<file path="config.mk">
export PLATFORM = sky130hd
export DESIGN_NAME = llr_plane_packer_flat
export DESIGN_NICKNAME = d
export VERILOG_FILES = /design/src/rtl/turbo_pkg.sv /design/src/rtl/llr_plane_packer_if.sv /design/src/rtl/llr_bank.sv /design/src/rtl/llr_plane_packer.sv /design/src/flat_wrapper.sv
export SDC_FILE = /design/constraint.sdc
export NUM_CORES = 1
export LEC_CHECK = 0
export ABC_AREA = 0
export ABC_CLOCK_PERIOD_IN_PS = 1900
export BUFFER_PORTS_ARGS = -buffer_cell sky130_fd_sc_hd__buf_2
export CORE_AREA = 2 2 97 169
export CTS_CLUSTER_SIZE = 40
export DETAILED_ROUTE_END_ITERATION = 8
export DIE_AREA = 0 0 99 171
export PLACE_DENSITY = 0.72
export SLEW_MARGIN = 15
export SYNTH_ARGS = -nofsm -noshare
export SYNTH_HDL_FRONTEND = slang
export SYNTH_SLANG_ARGS = --single-unit
</file>
<file path="constraint.sdc">
create_clock -name clk_p_i -period 1.9 [get_ports clk_p_i]
set_input_delay 0.19 -clock clk_p_i [delete_from_list [all_inputs] [get_ports clk_p_i]]
set_output_delay 0.19 -clock clk_p_i [all_outputs]
set_load 0.03 [all_outputs]
</file>
<file path="src/rtl/turbo_pkg.sv">
// Shared constants, types and FSM encoding for the LLR bit-plane packer.
// The LLR_SYM_CLIP_EN build option uses llr_clip() to map the most negative LLR onto its symmetric value.
package turbo_pkg;

  localparam int STEPS      = 7;
  localparam int LLR_W      = 4;
  localparam int NUM_PLANES = 4;
  localparam int WORD_W     = 3 * STEPS;
  localparam int IDX_W      = $clog2(STEPS);
  localparam int PL_W       = $clog2(NUM_PLANES);

  typedef logic [LLR_W-1:0] llr_t;

  localparam llr_t LLR_MIN  = {1'b1, {(LLR_W-1){1'b0}}};
  localparam llr_t LLR_CLIP = {1'b1, {(LLR_W-2){1'b0}}, 1'b1};

  typedef struct packed {
    llr_t sys;
    llr_t par1;
    llr_t par2;
  } llr_triplet_t;

  typedef enum logic [1:0] {
    ST_IDLE,
    ST_SEND,
    ST_WAIT_DONE
  } send_state_t;

  function automatic llr_t llr_clip(input llr_t v);
    return (v == LLR_MIN) ? LLR_CLIP : v;
  endfunction

endpackage

</file>
<file path="src/rtl/llr_plane_packer_if.sv">
// Demapper-to-packer step handshake: one systematic/parity-1/parity-2 LLR triplet per transfer.
interface llr_plane_packer_if;
  import turbo_pkg::*;

  logic sym_valid;
  logic sym_ready;
  llr_t sym_sys;
  llr_t sym_par1;
  llr_t sym_par2;

  modport master (output sym_valid, sym_sys, sym_par1, sym_par2, input sym_ready);
  modport slave  (input sym_valid, sym_sys, sym_par1, sym_par2, output sym_ready);

endinterface

</file>
<file path="src/rtl/llr_bank.sv">
// One block of STEPS LLR triplets: indexed write port, bit-plane read port.
module llr_bank
  import turbo_pkg::*;
(
  input  logic              clk_p_i,
  input  logic              wr_en,
  input  logic [IDX_W-1:0]  wr_idx,
  input  llr_triplet_t      wr_data,
  input  logic [PL_W-1:0]   rd_pl,
  output logic [WORD_W-1:0] rd_word
);

  llr_triplet_t mem [STEPS];

  // NOTE: storage has no reset; validity is tracked by the owner's full flag,
  // and non-blocking assignment keeps the write ordered against same-edge reads.
  always_ff @(posedge clk_p_i) begin
    if (wr_en) mem[wr_idx] <= wr_data;
  end

  // NOTE: default assignment first so no path through this block can infer a latch.
  always_comb begin
    rd_word = '0;
    for (int j = 0; j < STEPS; j++) begin
      rd_word[2*STEPS + j] = mem[j].sys[rd_pl];
      rd_word[STEPS + j]   = mem[j].par1[rd_pl];
      rd_word[j]           = mem[j].par2[rd_pl];
    end
  end

endmodule

</file>
<file path="src/rtl/llr_plane_packer.sv">
// Ping-pong LLR block buffer feeding the turbo decoder as LSB-first bit-plane words.
// Define LLR_SYM_CLIP_EN to store the most negative LLR as its symmetric counterpart.
module llr_plane_packer
  import turbo_pkg::*;
(
  input  logic                clk_p_i,
  input  logic                reset_p_i,
  llr_plane_packer_if.slave   sym,
  output logic [WORD_W-1:0]   data_o,
  output logic                start_o,
  input  logic                dec_done_i,
  output logic [7:0]          blk_cnt_o
);

  logic [1:0]        full;
  logic              fill_bank;
  logic              send_bank;
  logic [IDX_W-1:0]  step_cnt;
  send_state_t       state;
  logic [PL_W-1:0]   pl;
  logic              dec_done_q;

  logic              xfer;
  logic              fill_last;
  logic              release_bank;
  llr_triplet_t      wr_data;
  logic [PL_W-1:0]   rd_pl;
  logic [WORD_W-1:0] bank_word [2];
  logic [WORD_W-1:0] send_word;

  assign sym.sym_ready = !full[fill_bank];
  assign xfer          = sym.sym_valid && sym.sym_ready;
  assign fill_last     = xfer && (step_cnt == IDX_W'(STEPS - 1));
  assign release_bank  = (state == ST_WAIT_DONE) && dec_done_i && !dec_done_q;

  always_comb begin
`ifdef LLR_SYM_CLIP_EN
    wr_data = '{sys: llr_clip(sym.sym_sys), par1: llr_clip(sym.sym_par1), par2: llr_clip(sym.sym_par2)};
`else
    wr_data = '{sys: sym.sym_sys, par1: sym.sym_par1, par2: sym.sym_par2};
`endif
  end

  // Read one plane ahead so the registered data_o shows plane pl while in SEND.
  assign rd_pl     = (state == ST_SEND) ? pl + 1'b1 : '0;
  assign send_word = bank_word[send_bank];

  for (genvar b = 0; b < 2; b++) begin : g_bank
    llr_bank u_bank (
      .clk_p_i (clk_p_i),
      .wr_en   (xfer && (fill_bank == 1'(b))),
      .wr_idx  (step_cnt),
      .wr_data (wr_data),
      .rd_pl   (rd_pl),
      .rd_word (bank_word[b])
    );
  end

  // Fill and release never target the same bank: a full bank is never being filled.
  always_ff @(posedge clk_p_i or posedge reset_p_i) begin
    if (reset_p_i) begin
      full      <= '0;
      fill_bank <= 1'b0;
      step_cnt  <= '0;
    end else begin
      if (xfer) begin
        if (fill_last) begin
          full[fill_bank] <= 1'b1;
          fill_bank       <= ~fill_bank;
          step_cnt        <= '0;
        end else begin
          step_cnt <= step_cnt + 1'b1;
        end
      end
      if (release_bank) full[send_bank] <= 1'b0;
    end
  end

  always_ff @(posedge clk_p_i or posedge reset_p_i) begin
    if (reset_p_i) begin
      state      <= ST_IDLE;
      pl         <= '0;
      send_bank  <= 1'b0;
      start_o    <= 1'b0;
      data_o     <= '0;
      blk_cnt_o  <= '0;
      dec_done_q <= 1'b0;
    end else begin
      dec_done_q <= dec_done_i;
      case (state)
        ST_IDLE: begin
          if (full[send_bank]) begin
            state   <= ST_SEND;
            pl      <= '0;
            start_o <= 1'b1;
            data_o  <= send_word;
          end
        end
        ST_SEND: begin
          if (pl == PL_W'(NUM_PLANES - 1)) begin
            state   <= ST_WAIT_DONE;
            start_o <= 1'b0;
            data_o  <= '0;
          end else begin
            pl     <= pl + 1'b1;
            data_o <= send_word;
          end
        end
        ST_WAIT_DONE: begin
          if (release_bank) begin
            send_bank <= ~send_bank;
            blk_cnt_o <= blk_cnt_o + 1'b1;
            state     <= ST_IDLE;
          end
        end
        default: state <= ST_IDLE;
      endcase
    end
  end

endmodule

</file>
<file path="src/flat_wrapper.sv">
// flat-port wrapper written by rule: the top's interface ports become plain ports
module llr_plane_packer_flat import turbo_pkg::*;
  (clk_p_i, reset_p_i, data_o, start_o, dec_done_i, blk_cnt_o, sym_sym_valid, sym_sym_sys, sym_sym_par1, sym_sym_par2, sym_sym_ready);
  llr_plane_packer_if sym_i ();
  input  logic clk_p_i;
  input  logic reset_p_i;
  output logic [WORD_W-1:0] data_o;
  output logic start_o;
  input  logic dec_done_i;
  output logic [7:0] blk_cnt_o;
  input wire logic [$bits(sym_i.sym_valid)-1:0] sym_sym_valid;
  input wire logic [$bits(sym_i.sym_sys)-1:0] sym_sym_sys;
  input wire logic [$bits(sym_i.sym_par1)-1:0] sym_sym_par1;
  input wire logic [$bits(sym_i.sym_par2)-1:0] sym_sym_par2;
  output wire logic [$bits(sym_i.sym_ready)-1:0] sym_sym_ready;
  assign sym_i.sym_valid = sym_sym_valid;
  assign sym_i.sym_sys = sym_sym_sys;
  assign sym_i.sym_par1 = sym_sym_par1;
  assign sym_i.sym_par2 = sym_sym_par2;
  assign sym_sym_ready = sym_i.sym_ready;
  llr_plane_packer u_core (.clk_p_i(clk_p_i), .reset_p_i(reset_p_i), .sym(sym_i), .data_o(data_o), .start_o(start_o), .dec_done_i(dec_done_i), .blk_cnt_o(blk_cnt_o));
endmodule
</file>
==> flow_metrics.env <==
export IMPL_outcome="complete, no violations"
export IMPL_crit_start="u_core.state[1]"
export IMPL_die_w_um=99
export IMPL_power_mw=15.7
export IMPL_finalHoldViolCount=0
export IMPL_reg2reg_slack_ps=100
export IMPL_p_int_mw=10.2
export IMPL_ff_latch_area_um2=6100
export IMPL_ant_nets=0
export IMPL_crit_required_ps=2270
export IMPL_r2r_end="u_core.data_o[7]"
export IMPL_multi_input_area_um2=2020
export IMPL_postCtsSetupBuffers=0
export IMPL_arrival_ps=2160
export IMPL_cts_max_level=1
export IMPL_final_core_utilization=0.612
export IMPL_p_clk_frac=0.235
export IMPL_fin_nets=598
export IMPL_fill_cells=1128
export IMPL_yosysTopAreaCell="edfxtp_1"
export IMPL_worstReg2RegStart="u_core.state[1]"
export IMPL_vias=4613
export IMPL_start_util=0.528
export IMPL_cp_depth=5
export IMPL_power_frac_comb=0.373
export IMPL_ys_seq_elements=210
export IMPL_overflow=0
export IMPL_peakVddDrop_mv=0.726
export IMPL_fin_crit_sh=0.946
export IMPL_async_reset_ff_frac=0.200
export IMPL_grt_pass1_vias=4820
export IMPL_crit_path_end_kind="flop"
export IMPL_rsz0062_at_grt="no"
export IMPL_synth_ff_type="edfxtp_1"
export IMPL_die_h_um=171
export IMPL_sw_frac_of_total=0.352
export IMPL_post_route_min_period_ps=1800
export IMPL_io_pins=47
export IMPL_drtIter0Drc=362
export IMPL_cp_endpoint="u_core.data_o[7]"
export IMPL_power_per_cell_area_nw_per_um2=1640
export IMPL_portBuffers=46
export IMPL_ys_types=45
export IMPL_diodes=0
export IMPL_grtUsageTotal=0.211
export IMPL_antenna_found_initial=0
export IMPL_fin_skew_ps=15.5
export IMPL_synth_nets=519
export IMPL_rows=61
export IMPL_yosysSeqAreaShare=0.738
export IMPL_max_freq_mhz=556
export IMPL_critPathMaxFanout=23
export IMPL_clk_latency_ps=490
export IMPL_synth_edf_count=168
export IMPL_start_kind="flop"
export IMPL_relSlewSlack=0.717
export IMPL_crit_buf_inv=1
export IMPL_drv_cap=0
export IMPL_crit_chain="nor3b_4, buf_12, mux4_1, nor2_1, o21ai_1"
export IMPL_die_area_um2=16900
export IMPL_hp_class="input port to flop"
export IMPL_grt_pass1_wl_mm=27.1
export IMPL_drive_gt1_frac=0.246
export IMPL_ff2ff_path_depth=5
export IMPL_synth_area_leaders="edfxtp_1 (61%), dfrtp_1 (13%), mux2i_1 (5.2%), mux4_2 (3.3%), mux4_1 (2.5%)"
export IMPL_clockBufferDepth=3
export IMPL_cts_tree="yes"
export IMPL_wl_per_cell_um=22.5
export IMPL_path_clk_slew_ps=70
export IMPL_seqPwrFrac=0.392
export IMPL_crit_slowest_cell="mux4_1"
export IMPL_slew_viol_final=0
export IMPL_setup_viol=0
export IMPL_tightestPinTransition_ps=423
export IMPL_clock_sinks=210
export IMPL_critPathTopFamily="multiplexers"
export IMPL_post_drt_via_cell_ratio=5.92
export IMPL_syn_inst=499
export IMPL_synth_top_area_frac=0.611
export IMPL_cts_root_buf="clkbuf_16"
export IMPL_dp_hpwl_mm=11.2
export IMPL_core_um2=15600
export IMPL_path_class="flop to flop"
export IMPL_drc=0
export IMPL_numCtsBuffers=19
export IMPL_setup_tns_ps=0
export IMPL_synth_area_um2=8260
export IMPL_area_delta_synth_final_pct=15.8
export IMPL_yosys_warnings=0
export IMPL_netSwitchingPower_mw=5.54
export IMPL_routabilityCongestion=0.805
export IMPL_cp_slowest_stage_delay_ps=580
export IMPL_routed_wl_mm=17.6
export IMPL_p_leak_nw=3.58
export IMPL_grt_max_degree=28
export IMPL_syn_area_per_cell_um2=16.6
export IMPL_dr_pass1_iters=8
stage by stage:
step	hold WS, ps	std cells	cell area, um^2	setup slack [ps]
finish	33.5	779	9570	102
global route	48.5	779	9570	7.21
CTS	27.0	779	9570	20.9
detailed placement	224	744	8960	55.6
global placement	218	744	8960	126
floorplan	221	499	8290	112
synthesized netlist by cell type (all sizes together) (2+ instances only):
| master | instances |
|---|---|
| ha | 4 |
| mux4 | 20 |
| xnor2 | 8 |
| edfxtp | 168 |
| clkbuf | 14 |
| o21ai | 47 |
| nand2b | 2 |
| nand4 | 5 |
| nand2 | 30 |
| nor3b | 2 |
| nor3 | 4 |
| or2 | 2 |
| o22ai | 20 |
| a21oi | 3 |
| mux2i | 43 |
| inv | 7 |
| nand3 | 4 |
| buf | 14 |
| nor2b | 3 |
| dfrtp | 42 |
| nor2 | 37 |
| and3 | 2 |
| mux2 | 2 |
| a21o | 3 |
flip-flops by register name, summed over array words and instances (netlist names):
register and flops:
u_core.full 2, u_core.fill_bank 1, u_core.start_o 1, u_core.dec_done_q 1
u_core.blk_cnt_o 8, u_core.pl 2, u_core.state 2, u_core.send_bank 1
u_core.g_bank.u_bank.mem 168, u_core.step_cnt 3, u_core.data_o 21
worst register-to-register path, stage by stage, from the launching register on:
cell     delay, ps
dfrtp_2        450
nor3b_4        220
buf_12         240
mux4_1         590
nor2_1         110
o21ai_1         70
cells in the final DEF (no fill, tap or decap), types with 2 or more instances in the layout:
| master | count |
|---|---|
| clkinv_1 | 3 |
| bufinv_16 | 2 |
| dlygate4sd3_1 | 2 |
| nor2_1 | 37 |
| nand4_1 | 5 |
| nor2b_1 | 3 |
| inv_1 | 6 |
| mux2_2 | 2 |
| and3_1 | 2 |
| a21oi_1 | 2 |
| mux2i_1 | 42 |
| nand3_1 | 4 |
| o22ai_1 | 20 |
| xnor2_1 | 8 |
| dfrtp_1 | 40 |
| o21ai_1 | 15 |
| a21o_1 | 3 |
| dfrtp_2 | 2 |
| nand2b_1 | 2 |
| buf_12 | 5 |
| nand2_1 | 30 |
| clkbuf_1 | 5 |
| nor3_2 | 4 |
| edfxtp_1 | 168 |
| ha_1 | 4 |
| clkinv_2 | 4 |
| mux4_1 | 7 |
| buf_4 | 32 |
| o21ai_2 | 6 |
| mux4_2 | 13 |
| clkbuf_16 | 19 |
| buf_2 | 46 |
| o21ai_0 | 26 |
final cells by class:
| cell class | count | share of cell area |
|---|---|---|
| sequential | 210 | 0.637 |
| multi-input combinational | 254 | 0.211 |
| timing repair buffer | 86 | 0.0629 |
| clock buffer | 24 | 0.0516 |
| tap | 189 | 0.0247 |
| clock inverter | 9 | 0.00954 |
| inverter | 7 | 0.00275 |
worst min-delay path by stage:
stage                  start                 end  slack (ps)  cells past startpoint
2_1_floorplan     dec_done_i   u_core.dec_done_q         220                      0
3_3_place_gp       reset_p_i   u_core.data_o[18]         220                      2
3_5_place_dp       reset_p_i   u_core.data_o[18]         220                      2
4_1_cts        sym_sym_valid  u_core.step_cnt[2]          30                      3
5_1_grt        sym_sym_valid  u_core.step_cnt[2]          50                      3
6_report       sym_sym_valid  u_core.step_cnt[2]          30                      3
cells by family after synthesis:
group | after synthesis | synth area share
AO/OA/AOI/OAI | 80 | 0.0588
multiplexers | 65 | 0.113
buffers and inverters | 35 | 0.0203
AND/OR/NAND/NOR | 96 | 0.0547
adder cells (fa/ha/maj) | 4 | 0.00606
flip-flops | 210 | 0.738
XOR/XNOR | 9 | 0.00954
power groups by stage:
stage | clock (mW) | sequential (mW) | combinational, mW
5_1_grt | 3.92 | 6.25 | 6.37
6_report | 3.69 | 6.18 | 5.87
4_1_cts | 3.75 | 6.18 | 5.87
3_5_place_dp | 0 | 6.26 | 5.82
2_1_floorplan | 0 | 6.56 | 3.60
3_3_place_gp | 0 | 6.23 | 5.65
layer usage:
layer  track usage  share of wire  wire length [um]  up-vias
li1              -              -                 -     2073
met1         0.257           0.38              6600     2342
met2         0.378           0.54              9510      155
met3        0.0278          0.048               837       43
met4        0.0870          0.035               610        0
met5             0              0                 0        -
repair_timing:
item                                   CTS  global route
setup endpoints to repair                0            13
hold buffers                             2             0
endpoints found under the hold margin   17             0
gates resized for setup                  0             8
Note: power is estimated with default switching activity, not from simulation.
